[src/rtl/axi_rresp_ctrl.sv]
// -----------------------------------------------------------------------------
// axi_rresp_ctrl
//
// Read-response controller for an AXI slave. Accepted AR commands are queued
// ({id, len, offset}). For each command at the queue head the controller loads
// the upstream converting FIFO's lane pointer (fifo_saddr_init). It then pops
// len+1 beats from that FIFO and presents them on the R channel with the
// matching RID and RLAST. The R channel is fully registered. A new beat is
// popped in the same cycle as the current one is accepted, so bursts stream at
// full rate.
//
// Optional feature (macro AXI_RRESP_CHK_EN):
//   When defined, each popped beat's fifo_rlast is compared with the
//   controller's own end-of-burst position. A mismatching beat is returned
//   with SLVERR (2'b10), and the sticky err_len flag is set. Only rst clears
//   err_len. When undefined, s_rresp is always OKAY and err_len is tied low.
//
// Ports:
//   clk, rst            clock, asynchronous active-high reset
//   cmd_*               AR command push interface (valid/ready, id, len, offset)
//   fifo_*              upstream read-data FIFO: status/head in, pop and
//                       head-command info / lane-pointer load strobe out
//   s_r*                AXI R channel towards the master
//   err_len             sticky burst-length mismatch flag
//   busy                any command outstanding or R beat held
// -----------------------------------------------------------------------------
module axi_rresp_ctrl #(
   parameter int ID_WTH    = 4,
   parameter int R_WTH     = 32,
   parameter int OFFS_WTH  = 1,
   parameter int CMD_DEPTH = 4
) (
   input  logic                clk,
   input  logic                rst,
   input  logic                cmd_valid,
   output logic                cmd_ready,
   input  logic [ID_WTH-1:0]   cmd_id,
   input  logic [7:0]          cmd_len,
   input  logic [OFFS_WTH-1:0] cmd_offset,
   input  logic                fifo_empty,
   input  logic [R_WTH-1:0]    fifo_rdata,
   input  logic                fifo_rlast,
   output logic                fifo_ren,
   output logic [7:0]          fifo_arlen,
   output logic [OFFS_WTH-1:0] fifo_offset,
   output logic                fifo_saddr_init,
   output logic                s_rvalid,
   input  logic                s_rready,
   output logic [R_WTH-1:0]    s_rdata,
   output logic [ID_WTH-1:0]   s_rid,
   output logic [1:0]          s_rresp,
   output logic                s_rlast,
   output logic                err_len,
   output logic                busy
);

   localparam int PTR_W = (CMD_DEPTH > 1) ? $clog2(CMD_DEPTH) : 1;
   localparam int CNT_W = PTR_W + 1;
   localparam int ENT_W = ID_WTH + 8 + OFFS_WTH;

   typedef enum logic [1:0] {
      IDLE   = 2'd0,
      INIT   = 2'd1,
      STREAM = 2'd2
   } state_t;

   // Command queue
   logic [ENT_W-1:0]    cmdq_q [CMD_DEPTH];
   logic [ENT_W-1:0]    cmdq_d [CMD_DEPTH];
   logic [PTR_W-1:0]    wr_ptr_q, wr_ptr_d;
   logic [PTR_W-1:0]    rd_ptr_q, rd_ptr_d;
   logic [CNT_W-1:0]    count_q, count_d;

   // Control and R channel
   state_t              state_q, state_d;
   logic                saddr_init_q, saddr_init_d;
   logic [8:0]          beat_cnt_q, beat_cnt_d;
   logic                rvalid_q, rvalid_d;
   logic [R_WTH-1:0]    rdata_q, rdata_d;
   logic [ID_WTH-1:0]   rid_q, rid_d;
   logic                rlast_q, rlast_d;

   logic [ENT_W-1:0]    head_s;
   logic [ID_WTH-1:0]   head_id_s;
   logic [7:0]          head_len_s;
   logic [OFFS_WTH-1:0] head_offs_s;
   logic                q_empty_s;
   logic                q_full_s;
   logic                push_s;
   logic                beats_left_s;
   logic                last_beat_s;
   logic                ren_s;
   logic                cmd_pop_s;

   assign head_s      = cmdq_q[rd_ptr_q];
   assign head_id_s   = head_s[ENT_W-1 -: ID_WTH];
   assign head_len_s  = head_s[OFFS_WTH +: 8];
   assign head_offs_s = head_s[OFFS_WTH-1:0];

   assign q_empty_s = (count_q == {CNT_W{1'b0}});
   assign q_full_s  = (count_q == CNT_W'(CMD_DEPTH));
   // A full queue never pushes, even if the head retires in the same cycle.
   assign push_s    = cmd_valid && !q_full_s;

   // 9-bit counter against zero-extended len: len=255 gives 256 beats without wrap.
   assign beats_left_s = (beat_cnt_q <= {1'b0, head_len_s});
   assign last_beat_s  = (beat_cnt_q == {1'b0, head_len_s});

   // Pop only when the output register is free or being emptied this cycle.
   assign ren_s     = (state_q == STREAM) && !fifo_empty && (!rvalid_q || s_rready) && beats_left_s;
   assign cmd_pop_s = ren_s && last_beat_s;

   // Command queue bookkeeping: storage write, pointers and occupancy.
   always_comb begin
      cmdq_d   = cmdq_q;
      wr_ptr_d = wr_ptr_q;
      rd_ptr_d = rd_ptr_q;
      count_d  = count_q;
      if (push_s) begin
         cmdq_d[wr_ptr_q] = {cmd_id, cmd_len, cmd_offset};
         wr_ptr_d         = wr_ptr_q + PTR_W'(1'b1);
      end else begin
         wr_ptr_d = wr_ptr_q;
      end
      if (cmd_pop_s) begin
         rd_ptr_d = rd_ptr_q + PTR_W'(1'b1);
      end else begin
         rd_ptr_d = rd_ptr_q;
      end
      case ({push_s, cmd_pop_s})
         2'b10:   count_d = count_q + CNT_W'(1'b1);
         2'b01:   count_d = count_q - CNT_W'(1'b1);
         default: count_d = count_q;
      endcase
   end

   // Sequencer: IDLE -> INIT (lane-pointer load) -> STREAM until the last beat pops.
   always_comb begin
      state_d      = state_q;
      saddr_init_d = 1'b0;
      beat_cnt_d   = beat_cnt_q;
      case (state_q)
         IDLE: begin
            if (!q_empty_s) begin
               state_d      = INIT;
               saddr_init_d = 1'b1;
            end else begin
               state_d = IDLE;
            end
         end
         INIT: begin
            state_d    = STREAM;
            beat_cnt_d = 9'd0;
         end
         STREAM: begin
            if (cmd_pop_s) begin
               state_d = IDLE;
            end else begin
               state_d = STREAM;
            end
            if (ren_s) begin
               beat_cnt_d = beat_cnt_q + 9'd1;
            end else begin
               beat_cnt_d = beat_cnt_q;
            end
         end
         default: begin
            state_d    = IDLE;
            beat_cnt_d = 9'd0;
         end
      endcase
   end

   // R channel register: load on pop, drop valid on accept, otherwise hold.
   always_comb begin
      rvalid_d = rvalid_q;
      rdata_d  = rdata_q;
      rid_d    = rid_q;
      rlast_d  = rlast_q;
      if (ren_s) begin
         rvalid_d = 1'b1;
         rdata_d  = fifo_rdata;
         rid_d    = head_id_s;
         rlast_d  = last_beat_s;
      end else if (s_rready) begin
         rvalid_d = 1'b0;
      end else begin
         rvalid_d = rvalid_q;
      end
   end

   // State registers for queue, sequencer and R channel.
   always_ff @(posedge clk or posedge rst) begin
      if (rst) begin
         for (int i = 0; i < CMD_DEPTH; i++) begin
            cmdq_q[i] <= {ENT_W{1'b0}};
         end
         wr_ptr_q     <= {PTR_W{1'b0}};
         rd_ptr_q     <= {PTR_W{1'b0}};
         count_q      <= {CNT_W{1'b0}};
         state_q      <= IDLE;
         saddr_init_q <= 1'b0;
         beat_cnt_q   <= 9'd0;
         rvalid_q     <= 1'b0;
         rdata_q      <= {R_WTH{1'b0}};
         rid_q        <= {ID_WTH{1'b0}};
         rlast_q      <= 1'b0;
      end else begin
         cmdq_q       <= cmdq_d;
         wr_ptr_q     <= wr_ptr_d;
         rd_ptr_q     <= rd_ptr_d;
         count_q      <= count_d;
         state_q      <= state_d;
         saddr_init_q <= saddr_init_d;
         beat_cnt_q   <= beat_cnt_d;
         rvalid_q     <= rvalid_d;
         rdata_q      <= rdata_d;
         rid_q        <= rid_d;
         rlast_q      <= rlast_d;
      end
   end

`ifdef AXI_RRESP_CHK_EN
   logic [1:0] rresp_q, rresp_d;
   logic       err_q, err_d;
   logic       chk_bad_s;

   // The FIFO's own last flag must line up with the controller's beat count.
   assign chk_bad_s = (fifo_rlast != last_beat_s);

   // Response code follows the beat; mismatch flag is sticky until reset.
   always_comb begin
      rresp_d = rresp_q;
      err_d   = err_q;
      if (ren_s) begin
         rresp_d = chk_bad_s ? 2'b10 : 2'b00;
         err_d   = err_q || chk_bad_s;
      end else begin
         rresp_d = rresp_q;
         err_d   = err_q;
      end
   end

   // Response and error flag registers.
   always_ff @(posedge clk or posedge rst) begin
      if (rst) begin
         rresp_q <= 2'b00;
         err_q   <= 1'b0;
      end else begin
         rresp_q <= rresp_d;
         err_q   <= err_d;
      end
   end

   assign s_rresp = rresp_q;
   assign err_len = err_q;
`else
   logic unused_rlast_s;
   assign unused_rlast_s = fifo_rlast;
   assign s_rresp        = 2'b00;
   assign err_len        = 1'b0;
`endif

   assign cmd_ready       = !q_full_s;
   assign fifo_ren        = ren_s;
   assign fifo_arlen      = head_len_s;
   assign fifo_offset     = head_offs_s;
   assign fifo_saddr_init = saddr_init_q;
   assign s_rvalid        = rvalid_q;
   assign s_rdata         = rdata_q;
   assign s_rid           = rid_q;
   assign s_rlast         = rlast_q;
   assign busy            = (state_q != IDLE) || rvalid_q || !q_empty_s;

endmodule

[config.mk]
export PLATFORM = sky130hd
export DESIGN_NAME = axi_rresp_ctrl
export DESIGN_NICKNAME = d
export VERILOG_FILES = /design/src/rtl/axi_rresp_ctrl.sv
export SDC_FILE = /design/constraint.sdc
export NUM_CORES = 1
export LEC_CHECK = 0
export CAP_MARGIN = 20
export CORE_MARGIN = 2
export CORE_UTILIZATION = 30
export CTS_CLUSTER_DIAMETER = 40
export CTS_CLUSTER_SIZE = 8
export DETAILED_ROUTE_END_ITERATION = 6
export PLACE_DENSITY = 0.63
export SYNTH_ARGS = -nofsm -noshare
export SYNTH_HDL_FRONTEND = slang
export SYNTH_SLANG_ARGS = --single-unit
[constraint.sdc]
create_clock -name clk -period 11.8 [get_ports clk]
set_clock_uncertainty 0.05 [all_clocks]
set_input_delay 2.36 -clock clk [delete_from_list [all_inputs] [get_ports clk]]
set_output_delay 2.36 -clock clk [all_outputs]
set_load 0.01 [all_outputs]
==> metrics.txt <==
Routed WL approximately 11000 µm; clk root buf clkbuf_16; fin crit period 7410 ps; max-cap check violation count 0; largest family of logic cells by synthesized area multiplexers; PortBufs 100; Crit path arrival time roughly 5000 ps; status finished, final reports clean; number of global-route vias before repair between 3000 and 4000; Synth Area in Simple Gates 0.0617; most frequent CP cell clkdlybuf4s50_1; Inserted Diodes 0; DRT iter0 DRCs around 100; syn avg cell area between 10 and 15 µm²; GRT Util Overall 0.125; Die Span Y 135 µm; critical path required time approximately 9400 ps; share of post-route cells with drive strength above 1 0.274; cell count after synthesis between 300 and 400; H-tree Lvls 3; hold buffer count at cts 0; number of synthesized flops with an enable pin 0; Hold EP cmdq_q[11]; critical path class input pin to primary output; clk sinks between 100 and 150; FF+latch count, synth between 100 and 150; Starting Density 0.303; placed cells between 600 and 700; drt drc 0; worst setup path startpoint s_rready; Hold Path Cell Cnt 1; vias approximately 3200; # IOs 105; via/cell ratio 4.66; Synth Area in Compound Gates 0.0489; most frequent cells in the layout dfrtp_1, clkdlybuf4s50_1, mux2_2; Final period util 0.628; routed length per instance 15.6 µm; initial antenna violation count 0; Crit path largest cell delay roughly 670 ps; Routed Antenna Nets 0; reg2reg end s_rdata[4]; Pwr Density about 180 mW/mm²; final cell count without fillers roughly 690; Tot Pwr ~1.2 mW; Post-DP HPWL ~7600 µm; Synth async-reset ratio 1.00; synthesized cell area ~0.0052 mm²; R2R setup slack between 7000 and 8000 ps; Hold Fails Final Rpt 0; Ys Warns 0; Max Freq between 0.1 and 0.15 GHz; Final Net Count 528; multiplexer area fraction after synthesis 0.258; slew of the pin with the lowest slew margin between 900 and 1000 ps; core footprint approximately 0.017 mm²; Slew Limit Headroom 0.362; Worst R2R Path Depth 9; most common cell after layout, fill and taps aside dfrtp_1; Num CTS Buffers 9; min-delay src cmdq_q[11]; critical path peak fanout 39; Clock Tree Buf Depth 2; Lkg Pwr between 2 and 3 nW; first-pass GRT wire length 17700 µm; Synth Area in XOR/XNOR 0.0102; Startpoint Class input pin; sequential share of the synthesized area 0.527; final core utilization 0.387; reg-to-reg startpoint rd_ptr_q[0]; crit end category primary output; setup TNS 0 ps; slowest CP cell clkdlybuf4s50_1; worst skew pair latency between 300 and 400 ps; Post-CTS Resized 0; GPL Wtd Cong between 0.7 and 0.8; Worst IR Drop VDD 0.0876 mV; predominant post-synthesis flop cell dfrtp_1; clock-pin slew on the worst setup and hold paths roughly 70 ps; Area growth syn-to-layout 27.7%; Die Width approximately 140 µm; # setup viols final 0; largest net degree at the start of global routing 83; number of post-CTS setup repair buffers 0; Die Area around 0.018 mm²; Hold Crit Class register to register; Congestion Overflow GR 0; max-slew violations 0; fillers around 1600; row cnt between 40 and 50; adder-cell area share of the yosys netlist 0.0377; cells along the critical path clkdlybuf4s50_1 > nor2b_1 > or3_1 > o21bai_4 > clkinv_2 > clkdlybuf4s50_1; RSZ-0062 raised after global routing no; CTS tree built; DRT Pass-1 Iters 4; synth unique cells 47
==> per-layer routing <==
metal	share of wire	wire [µm]	vias to the layer above	global-route usage
met5	0	0	-	0
met4	0.021	231	0	0.0527
met3	0.034	372	15	0.0266
met2	0.51	5480	47	0.204
met1	0.44	4730	1661	0.160
li1	-	-	1504	-
==> power breakdown <==
part           leakage, nW  switching [mW]  internal (mW)
clock                0.153           0.142          0.168
combinational         1.31           0.140          0.202
sequential            1.35          0.0516          0.475
total                 2.81           0.334          0.845
==> sequential cells by signal, summed over array words and instances (netlist names) <==
register,flops
s_rdata,32
cmdq_q,52
rd_ptr_q,2
beat_cnt_q,9
s_rvalid,1
s_rlast,1
state_q,2
wr_ptr_q,2
count_q,3
fifo_saddr_init,1
s_rid,4
==> cell families after synthesis <==
| kind of cell | after synthesis |
|---|---|
| other cells | 1 |
| fa+ha+maj | 15 |
| mux | 103 |
| xor+xnor | 6 |
| buf+inv | 50 |
| flops | 109 |
| compound gates | 33 |
| simple gates | 58 |
==> layout make-up <==
class | instances | area (µm²) | area share
flip-flops and latches | 109 | 2730 | 0.413
multi-input cells | 218 | 2170 | 0.328
repair buffers | 102 | 1040 | 0.157
well taps | 225 | 282 | 0.0426
clock buffers | 9 | 225 | 0.0341
inverters | 22 | 86.3 | 0.0131
clock inverters | 7 | 82.6 | 0.0125
==> critical path: cells and delay by family <==
kind                   cells  cell delay [ps]
buffers and inverters      3             1670
AND/OR/NAND/NOR            2              650
AO/OA/AOI/OAI              1              300
==> cells in the mapped netlist, drive strengths merged (5+ instances only) <==
library cell  count  share of area
nand3             8         0.0077
nor3              5         0.0070
mux4             13          0.057
nor2b             5         0.0060
nor4              6         0.0073
clkbuf            5         0.0036
ha               14          0.034
inv              21          0.015
dfrtp           109           0.53
a32oi             6          0.010
nor2              7         0.0051
o21ai            13          0.015
nand2            15          0.011
mux2             89           0.20
buf              23          0.036
==> stage by stage <==
stage	hold slack (ps)	worst slack (ps)	instance area, µm²
6_report	452	4390	6610
5_1_grt	470	4210	6610
4_1_cts	457	4350	6580
3_5_place_dp	440	4370	6270
3_3_place_gp	430	4390	6270
2_1_floorplan	414	6010	5180
==> worst max-delay path by stage <==
stage,end,slack [ps],depth (start not counted)
after global placement,fifo_ren,4390,6
after global routing,fifo_ren,4210,6
after detailed placement,fifo_ren,4370,6
after floorplan,fifo_ren,6010,7
final,fifo_ren,4390,6
after CTS,fifo_ren,4350,6
Power figures use the tool's default switching activity.
